`src/rtl/accel_pkg.sv`:
```
// Shared constants and FSM encodings for the accelerator core and its packer.
// Latency: n/a (package only).
// Backpressure: n/a (package only).
package accel_pkg;

    localparam int BIT_WIDTH  = 8;
    localparam int NUM_KERNEL = 4;
    localparam int REG_WIDTH  = 32;
    localparam int LANES      = 4;
    localparam int OUT_WIDTH  = BIT_WIDTH * LANES;

    // Packer run-control states
    localparam logic [1:0] ST_IDLE  = 2'd0;
    localparam logic [1:0] ST_RUN   = 2'd1;
    localparam logic [1:0] ST_DRAIN = 2'd2;
    localparam logic [1:0] ST_DONE  = 2'd3;

endpackage

```
`src/rtl/psum_lane_fifo.sv`:
```
// Per-kernel psum packer: gathers bytes into words, tags the final word, buffers words.
// Latency: word is written into the FIFO at the end of the cycle its last byte is valid.
// Backpressure: none on the psum input; a write into a full, unread FIFO is dropped and flagged.
//
// Ports:
//   clk, rst        clock, synchronous active-high reset
//   i_clear         start-of-run clear of counter, lane, FIFO and overflow flag
//   i_run           psums are accepted only while high
//   i_en, i_cnt     latched kernel enable and psum count for this run
//   i_psum(_val)    incoming psum byte stream
//   i_rd            pop the FIFO head (ignored when empty)
//   o_word, o_last  FIFO head word and its last tag
//   o_empty         FIFO empty
//   o_finished      kernel has nothing more to accept this run
//   o_overflow      sticky: a word was dropped because the FIFO was full
module psum_lane_fifo #(
    parameter int BIT_WIDTH  = 8,
    parameter int OUT_WIDTH  = 32,
    parameter int REG_WIDTH  = 32,
    parameter int FIFO_DEPTH = 8
) (
    input  logic                 clk,
    input  logic                 rst,
    input  logic                 i_clear,
    input  logic                 i_run,
    input  logic                 i_en,
    input  logic [REG_WIDTH-1:0] i_cnt,
    input  logic [BIT_WIDTH-1:0] i_psum,
    input  logic                 i_psum_val,
    input  logic                 i_rd,
    output logic [OUT_WIDTH-1:0] o_word,
    output logic                 o_last,
    output logic                 o_empty,
    output logic                 o_finished,
    output logic                 o_overflow
);

    localparam int LANES = OUT_WIDTH / BIT_WIDTH;
    localparam int LB    = $clog2(LANES);
    localparam int AW    = $clog2(FIFO_DEPTH);

    logic [REG_WIDTH-1:0] cnt_q, cnt_d;
    logic [OUT_WIDTH-1:0] lane_q, lane_d;
    logic                 done_q, done_d;
    logic [AW:0]          wr_ptr_q, wr_ptr_d;
    logic [AW:0]          rd_ptr_q, rd_ptr_d;
    logic                 ovf_q, ovf_d;
    logic [OUT_WIDTH:0]   mem_q [FIFO_DEPTH];

    logic                 accept;
    logic [LB-1:0]        byte_idx;
    logic [REG_WIDTH-1:0] cnt_inc;
    logic                 hit_cnt;
    logic                 wr_req;
    logic                 wr_en;
    logic                 rd_en;
    logic                 full;
    logic [OUT_WIDTH-1:0] word_new;

    // Disabled kernels and empty runs are finished from the first RUN cycle.
    assign o_finished = !i_en || (i_cnt == '0) || done_q;
    assign accept     = i_run && i_psum_val && !o_finished;
    assign byte_idx   = cnt_q[LB-1:0];
    assign cnt_inc    = cnt_q + REG_WIDTH'(1);
    assign hit_cnt    = (cnt_inc == i_cnt);
    assign wr_req     = accept && ((byte_idx == LB'(LANES - 1)) || hit_cnt);

    // Extra pointer MSB distinguishes full from empty.
    assign o_empty = (wr_ptr_q == rd_ptr_q);
    assign full    = (wr_ptr_q[AW] != rd_ptr_q[AW]) &&
                     (wr_ptr_q[AW-1:0] == rd_ptr_q[AW-1:0]);
    assign rd_en   = i_rd && !o_empty;
    // A simultaneous pop frees a slot, so a write into a full FIFO still lands.
    assign wr_en   = wr_req && (!full || rd_en);

    // Lane bytes above the current one are always zero, so a short final
    // word comes out zero-padded without extra masking.
    always_comb begin
        word_new = lane_q;
        word_new[byte_idx*BIT_WIDTH +: BIT_WIDTH] = i_psum;
    end

    always_comb begin
        cnt_d    = cnt_q;
        lane_d   = lane_q;
        done_d   = done_q;
        wr_ptr_d = wr_ptr_q;
        rd_ptr_d = rd_ptr_q;
        ovf_d    = ovf_q;
        if (accept) begin
            cnt_d  = cnt_inc;
            lane_d = wr_req ? '0 : word_new;
            if (hit_cnt) begin
                done_d = 1'b1;
            end
        end
        if (wr_en) begin
            wr_ptr_d = wr_ptr_q + (AW+1)'(1);
        end
        if (rd_en) begin
            rd_ptr_d = rd_ptr_q + (AW+1)'(1);
        end
        if (wr_req && !wr_en) begin
            ovf_d = 1'b1;
        end
    end

    always_ff @(posedge clk) begin
        if (rst || i_clear) begin
            cnt_q    <= '0;
            lane_q   <= '0;
            done_q   <= 1'b0;
            wr_ptr_q <= '0;
            rd_ptr_q <= '0;
            ovf_q    <= 1'b0;
        end else begin
            cnt_q    <= cnt_d;
            lane_q   <= lane_d;
            done_q   <= done_d;
            wr_ptr_q <= wr_ptr_d;
            rd_ptr_q <= rd_ptr_d;
            ovf_q    <= ovf_d;
        end
    end

    // Storage needs no reset: pointers define which entries are valid.
    always_ff @(posedge clk) begin
        if (wr_en && !rst && !i_clear) begin
            mem_q[wr_ptr_q[AW-1:0]] <= {hit_cnt, word_new};
        end
    end

    assign o_word     = mem_q[rd_ptr_q[AW-1:0]][OUT_WIDTH-1:0];
    assign o_last     = mem_q[rd_ptr_q[AW-1:0]][OUT_WIDTH];
    assign o_overflow = ovf_q;

endmodule

```
`src/rtl/psum_output_packer.sv`:
```
// Packs four per-kernel psum byte streams into 32-bit words and round-robins them out.
// Latency: 2 cycles from the psum completing a word to o_data_val; sustains 1 word/cycle.
// Backpressure: i_data_rdy stalls the output register (held stable); psum inputs cannot stall.
//
// Ports:
//   clk, rst                     clock, synchronous active-high reset
//   i_psum_knN, i_psum_knN_val   per-kernel psum byte streams (N = 0..3)
//   i_conf_ctrl[0]               run level; i_conf_cnt psums per kernel; i_conf_knx[3:0] enable mask
//   o_data, o_data_val, o_data_kn, o_data_last, i_data_rdy   valid/ready word stream
//   o_done                       run complete; o_overflow sticky per-kernel drop flags
module psum_output_packer #(
    parameter int BIT_WIDTH  = accel_pkg::BIT_WIDTH,
    parameter int NUM_KERNEL = accel_pkg::NUM_KERNEL,
    parameter int OUT_WIDTH  = accel_pkg::OUT_WIDTH,
    parameter int FIFO_DEPTH = 8,
    parameter int REG_WIDTH  = accel_pkg::REG_WIDTH
) (
    input  logic                  clk,
    input  logic                  rst,
    input  logic [BIT_WIDTH-1:0]  i_psum_kn0,
    input  logic [BIT_WIDTH-1:0]  i_psum_kn1,
    input  logic [BIT_WIDTH-1:0]  i_psum_kn2,
    input  logic [BIT_WIDTH-1:0]  i_psum_kn3,
    input  logic                  i_psum_kn0_val,
    input  logic                  i_psum_kn1_val,
    input  logic                  i_psum_kn2_val,
    input  logic                  i_psum_kn3_val,
    input  logic [REG_WIDTH-1:0]  i_conf_ctrl,
    input  logic [REG_WIDTH-1:0]  i_conf_cnt,
    input  logic [REG_WIDTH-1:0]  i_conf_knx,
    output logic [OUT_WIDTH-1:0]  o_data,
    output logic                  o_data_val,
    output logic [1:0]            o_data_kn,
    output logic                  o_data_last,
    input  logic                  i_data_rdy,
    output logic                  o_done,
    output logic [NUM_KERNEL-1:0] o_overflow
);

    import accel_pkg::*;

    localparam int KW = $clog2(NUM_KERNEL);

    logic [1:0]            state_q, state_d;
    logic [REG_WIDTH-1:0]  cnt_q;
    logic [NUM_KERNEL-1:0] mask_q;
    logic [KW-1:0]         rr_q;
    logic [OUT_WIDTH-1:0]  out_dat_q;
    logic                  out_val_q;
    logic [KW-1:0]         out_kn_q;
    logic                  out_last_q;

    logic [BIT_WIDTH-1:0]  psum_arr [NUM_KERNEL];
    logic [NUM_KERNEL-1:0] psum_val;
    logic [OUT_WIDTH-1:0]  lane_word [NUM_KERNEL];
    logic [NUM_KERNEL-1:0] lane_last;
    logic [NUM_KERNEL-1:0] lane_empty;
    logic [NUM_KERNEL-1:0] lane_fin;
    logic [NUM_KERNEL-1:0] rd_vec;

    logic                  clear;
    logic                  run;
    logic [KW-1:0]         grant;
    logic                  any_req;
    logic                  load;
    logic                  accept_out;
    logic                  out_empty_next;
    logic                  all_empty;

    logic unused_cfg;
    assign unused_cfg = ^{i_conf_ctrl[REG_WIDTH-1:1], i_conf_knx[REG_WIDTH-1:NUM_KERNEL]};

    assign psum_arr[0] = i_psum_kn0;
    assign psum_arr[1] = i_psum_kn1;
    assign psum_arr[2] = i_psum_kn2;
    assign psum_arr[3] = i_psum_kn3;
    assign psum_val    = {i_psum_kn3_val, i_psum_kn2_val, i_psum_kn1_val, i_psum_kn0_val};

    assign clear = (state_q == ST_IDLE) && i_conf_ctrl[0];
    assign run   = (state_q == ST_RUN);

    for (genvar k = 0; k < NUM_KERNEL; k++) begin : g_lane
        psum_lane_fifo #(
            .BIT_WIDTH  (BIT_WIDTH),
            .OUT_WIDTH  (OUT_WIDTH),
            .REG_WIDTH  (REG_WIDTH),
            .FIFO_DEPTH (FIFO_DEPTH)
        ) u_lane (
            .clk        (clk),
            .rst        (rst),
            .i_clear    (clear),
            .i_run      (run),
            .i_en       (mask_q[k]),
            .i_cnt      (cnt_q),
            .i_psum     (psum_arr[k]),
            .i_psum_val (psum_val[k]),
            .i_rd       (rd_vec[k]),
            .o_word     (lane_word[k]),
            .o_last     (lane_last[k]),
            .o_empty    (lane_empty[k]),
            .o_finished (lane_fin[k]),
            .o_overflow (o_overflow[k])
        );
    end

    // Round-robin: first non-empty FIFO at or after the pointer.
    always_comb begin
        logic [KW-1:0] idx;
        grant   = '0;
        any_req = 1'b0;
        idx     = '0;
        for (int i = 0; i < NUM_KERNEL; i++) begin
            idx = rr_q + KW'(i);
            if (!any_req && !lane_empty[idx]) begin
                grant   = idx;
                any_req = 1'b1;
            end
        end
    end

    assign accept_out     = out_val_q && i_data_rdy;
    assign load           = any_req && (!out_val_q || i_data_rdy);
    assign rd_vec         = load ? (NUM_KERNEL'(1) << grant) : '0;
    assign all_empty      = &lane_empty;
    // Output register will be empty after this edge; lets o_done follow the final accept by one cycle.
    assign out_empty_next = !out_val_q || (accept_out && !load);

    always_comb begin
        state_d = state_q;
        case (state_q)
            ST_IDLE:  if (i_conf_ctrl[0]) state_d = ST_RUN;
            ST_RUN:   if (&lane_fin) state_d = (all_empty && out_empty_next) ? ST_DONE : ST_DRAIN;
            ST_DRAIN: if (all_empty && out_empty_next) state_d = ST_DONE;
            ST_DONE:  if (!i_conf_ctrl[0]) state_d = ST_IDLE;
            default:  state_d = ST_IDLE;
        endcase
    end

    always_ff @(posedge clk) begin
        if (rst) begin
            state_q    <= ST_IDLE;
            cnt_q      <= '0;
            mask_q     <= '0;
            rr_q       <= '0;
            out_dat_q  <= '0;
            out_val_q  <= 1'b0;
            out_kn_q   <= '0;
            out_last_q <= 1'b0;
        end else begin
            state_q <= state_d;
            if (clear) begin
                cnt_q  <= i_conf_cnt;
                mask_q <= i_conf_knx[NUM_KERNEL-1:0];
            end
            if (load) begin
                out_dat_q  <= lane_word[grant];
                out_kn_q   <= grant;
                out_last_q <= lane_last[grant];
                out_val_q  <= 1'b1;
                rr_q       <= grant + KW'(1);
            end else if (accept_out) begin
                out_val_q  <= 1'b0;
            end
        end
    end

    assign o_data      = out_dat_q;
    assign o_data_val  = out_val_q;
    assign o_data_kn   = out_kn_q;
    assign o_data_last = out_last_q;
    assign o_done      = (state_q == ST_DONE);

endmodule

```
`config.mk`:
```
export PLATFORM = sky130hd
export DESIGN_NAME = psum_output_packer
export DESIGN_NICKNAME = d
export VERILOG_FILES = /design/src/rtl/accel_pkg.sv /design/src/rtl/psum_lane_fifo.sv /design/src/rtl/psum_output_packer.sv
export SDC_FILE = /design/constraint.sdc
export NUM_CORES = 2
export LEC_CHECK = 0
export CELL_PAD_IN_SITES_DETAIL_PLACEMENT = 0
export CELL_PAD_IN_SITES_GLOBAL_PLACEMENT = 1
export CORE_UTILIZATION = 49
export CTS_BUF_LIST = sky130_fd_sc_hd__clkbuf_8
export DETAILED_ROUTE_END_ITERATION = 8
export PLACE_DENSITY = 0.78
export SETUP_SLACK_MARGIN = 0.15
export SLEW_MARGIN = 25
export SYNTH_ARGS = -nofsm -noshare
export SYNTH_HDL_FRONTEND = slang
export SYNTH_HIERARCHICAL = 1
export SYNTH_SLANG_ARGS = --single-unit
```
`constraint.sdc`:
```
create_clock -name clk -period 7.5 [get_ports clk]
set_clock_uncertainty 0.1 [all_clocks]
set_input_delay 1.5 -clock clk [delete_from_list [all_inputs] [get_ports clk]]
set_output_delay 1.5 -clock clk [all_outputs]
set_load 0.01 [all_outputs]
```
==> out/results.tsv <==
metric	value	unit
die area	0.1285	sq mm
First DRT Iteration DRCs	3856	
clk_lat worst skew	0.96	ns
CP Depth	10	
syn_nets	4695	
FF-to-FF setup slack	1.57	ns
Distinct cells, synth	97	
Initial Util	49.45	%
total number of vias	38510	
Nets	4894	
ys flop type	edfxtp_1	
antenna-violating nets left	0	
Max rail drop VDD	0.0001872	V
root buf cell	clkbuf_8	
area delta synth->final	12.01	%
first-pass GRT wire length	234.3	mm
type of origin of the critical path	flop	
number of synthesized flops with an enable pin	1056	
Chip Width	358.4	microns
final worst path period share	79.08	%
slowest library cell on the worst path	ha_1	
capturing point of the worst reg2reg path	g_lane[0].u_lane/mem_q[7][21]$_DFFE_PP_	
top-count cell post-synth	edfxtp_1	
delay-heaviest family, CP	simple AND/OR/NAND/NOR gates	
Hold-fix buffers, CTS	0	
CTS tree	done	
worst min-delay path class	flop to flop	
layout cell share with drive strength beyond 1	18.09	%
num ports	176	
Die Y	358.4	microns
Max FO, Critical Path	33	
worst path bufs/invs	1	
crit path DAT	6.37	ns
routability congestion estimate	0.9059	
crit path to	g_lane[0].u_lane/mem_q[7][21]$_DFFE_PP_	
post-CTS setup buffers	0	
Synth area leaders	edfxtp_1 (51%), dfxtp_1 (12%), mux4_2 (9.6%)	
area leader, netlist	edfxtp_1	
largest net degree at the start of global routing	84	
most frequent cells after synthesis	edfxtp_1 (1056), nand2_1 (484), dfxtp_1 (384)	
WL final	157.6	mm
Rel. slew slack	25.93	%
Worst-path clk slew	0.06	ns
CTS-repair resized insts	0	
Yosys top cell area share	50.94	%
vias per cell	5.863	
WP data required	7.94	ns
CP Launch Point	g_lane[0].u_lane/cnt_q[0]$_SDFFE_PP0P_	
final setup TNS	0	ns
initial antenna violation count	3	
yosys warns	6	
DP Area	0.06537	sq mm
Setup CP Type	flop to flop	
H-tree levels	4	
number of global-route vias before repair	37270	
CP Cell Sequence	ha_1 -> nand3_1 -> nor4_1 -> xnor2_1 -> o21ai_0 -> or4_4 -> o41ai_2 -> nand2_1 -> nor4_2 -> buf_4	
Num CTS Buffers	219	
DRT Pass-1 Iters	6	
worst slew pin tran	1.101	ns
row cnt	130	
Port Buf Inserts	116	
RSZ-0062 raised after global routing	false	
total gr overflow	0	
core area	0.1259	sq mm
CP endpoint kind	flop	
r2r startpoint	g_lane[0].u_lane/cnt_q[0]$_SDFFE_PP0P_	
FF+latch count, synth	1440	
post-synthesis instance total	4521	
# Max-Cap Violations	0	
Final Cell Area	0.06973	sq mm
Power Dens Cells	232.1	mW/mm^2
fmax	168.6	MHz
# setup viols final	0	
clk sinks	1440	
Final HPWL DP	98.53	mm
run status	complete, no violations	
DRC	0	
Seq/Total Area, Yosys	63.28	%
Period minus WS final	5.931	ns
Async SR Flop Fraction	0	%
Slew Limit Fails	0	
Mapped Area	0.06226	sq mm
Avg Cell Area, Syn	13.77	sq um
CP max stage delay	0.76	ns
cell leakage power	22.69	nW
final hold vios	0	
WL per Instance	23.98	microns
Clock Path Buffers	3	
Reg2Reg Depth	10	
GRT Total Usage	24.59	%
==> report_power, final <==
group | internal [W] | total, W | switching (W)
registers | 0.00857 | 0.00873 | 0.000163
clock network | 0.00325 | 0.00628 | 0.00303
logic | 0.000398 | 0.00118 | 0.000784
==> per-stage QoR <==
step | cells | total power (W) | setup slack (ns) | utilization [%] | hold slack, ns
2_1_floorplan | 4521 | 0.009567 | 0.5635 | - | 0.3250
3_3_place_gp | 6148 | 0.01004 | 1.697 | 51.93 | 0.3334
3_5_place_dp | 6148 | 0.01005 | 1.594 | 51.93 | 0.3418
4_1_cts | 6563 | 0.01629 | 1.569 | 55.34 | 0.3557
5_1_grt | 6565 | 0.01674 | 1.220 | 55.38 | 0.3716
6_report | 6569 | 0.01619 | 1.569 | 55.39 | 0.3528
==> cell usage in the layout (no fill, tap or decap), drive strengths merged, types with 8 or more instances in the layout <==
cell / netlist / routed
nand2b: 15 / 15
or3: 51 / 51
and2: 16 / 16
mux2: 134 / 134
dfxtp: 384 / 384
mux2i: 92 / 92
nor2: 258 / 258
o21a: 30 / 30
clkdlybuf4s50: 0 / 115
and4: 24 / 24
o221ai: 34 / 34
nand2: 485 / 485
or2: 13 / 13
inv: 189 / 270
edfxtp: 1056 / 1056
a22o: 8 / 8
nand3: 106 / 106
nand4: 94 / 94
mux4: 264 / 264
a31oi: 12 / 12
bufinv: 0 / 8
nor3: 45 / 45
ha: 39 / 39
a211oi: 19 / 19
buf: 99 / 98
nor2b: 10 / 10
o21ai: 263 / 263
a21oi: 106 / 106
xor2: 115 / 115
clkinv: 0 / 74
a22oi: 12 / 12
and3: 26 / 26
clkinvlp: 0 / 9
or4: 15 / 15
clkbuf: 136 / 243
nor4: 105 / 105
xnor2: 178 / 178
==> area by class of cell <==
| cell class | instances | area [sq um] |
|---|---|---|
| diodes | 5 | 12.51 |
| clock buffers | 243 | 3344 |
| clock inverters | 172 | 955.9 |
| fillers | 10250 | 56160 |
| inverters | 189 | 709.4 |
| multi-input cells | 2657 | 21290 |
| flip-flops and latches | 1440 | 39420 |
| well taps | 1650 | 2064 |
| repair buffers | 213 | 1929 |
==> worst reg2reg max path, cell delays in order, from the launching register on <==
cell and delay (ns):
dfxtp_1 0.66, ha_1 0.76, nand3_1 0.30, nor4_1 0.76, xnor2_1 0.19, o21ai_0 0.10, or4_4 0.46, o41ai_2 0.75
nand2_1 0.53, nor4_2 0.36, buf_4 0.57
==> cells by family (layout without fill, tap and decap cells) <==
kind of cell / after synthesis / after routing / share of synthesized area, %
other: 0 / 5 / 0
multiplexers: 490 / 490 / 13.46
buffers and inverters: 424 / 817 / 2.846
AND/OR/NAND/NOR: 1293 / 1293 / 10.19
flip-flops: 1440 / 1440 / 63.28
AO/OA/AOI/OAI: 541 / 541 / 5.304
XOR/XNOR: 293 / 293 / 4.122
adder cells (fa/ha/maj): 40 / 40 / 0.7999
==> registers in the layout (all words and copies together) (netlist names), named ones only <==
name / flops
cnt_q: 32
g_lane.u_lane/cnt_q: 128
g_lane.u_lane/done_q: 4
g_lane.u_lane/lane_q: 128
g_lane.u_lane/mem_q: 1056
g_lane.u_lane/o_overflow: 4
g_lane.u_lane/rd_ptr_q: 16
g_lane.u_lane/wr_ptr_q: 16
mask_q: 4
o_data: 32
o_data_kn: 2
o_data_last: 1
o_data_val: 1
rr_q: 2
state_q: 2
==> how the worst min path moves through the flow <==
stage                                                   startpoint                                        to  slack (ns)  cells after the start
after global routing      g_lane[3].u_lane/lane_q[10]$_SDFFE_PP0P_  g_lane[3].u_lane/lane_q[10]$_SDFFE_PP0P_        0.37                      2
after detailed placement  g_lane[3].u_lane/lane_q[12]$_SDFFE_PP0P_  g_lane[3].u_lane/lane_q[12]$_SDFFE_PP0P_        0.34                      2
after CTS                 g_lane[3].u_lane/lane_q[14]$_SDFFE_PP0P_  g_lane[3].u_lane/lane_q[14]$_SDFFE_PP0P_        0.36                      2
after floorplan            g_lane[1].u_lane/lane_q[0]$_SDFFE_PP0P_   g_lane[1].u_lane/lane_q[0]$_SDFFE_PP0P_        0.33                      2
final                     g_lane[1].u_lane/lane_q[25]$_SDFFE_PP0P_  g_lane[1].u_lane/lane_q[25]$_SDFFE_PP0P_        0.35                      2
after global placement    g_lane[1].u_lane/lane_q[16]$_SDFFE_PP0P_  g_lane[1].u_lane/lane_q[16]$_SDFFE_PP0P_        0.33                      2
==> metal layers <==
metal / vias to the layer above / track usage [%] / wire (microns)
met2: 1322 / 38.49 / 72770
met1: 19500 / 35.35 / 70190
met4: 0 / 6.587 / 3301
met3: 222 / 4.619 / 11300
met5: - / 0 / 0
li1: 17460 / - / -
Note: power is estimated with default switching activity, not from simulation.
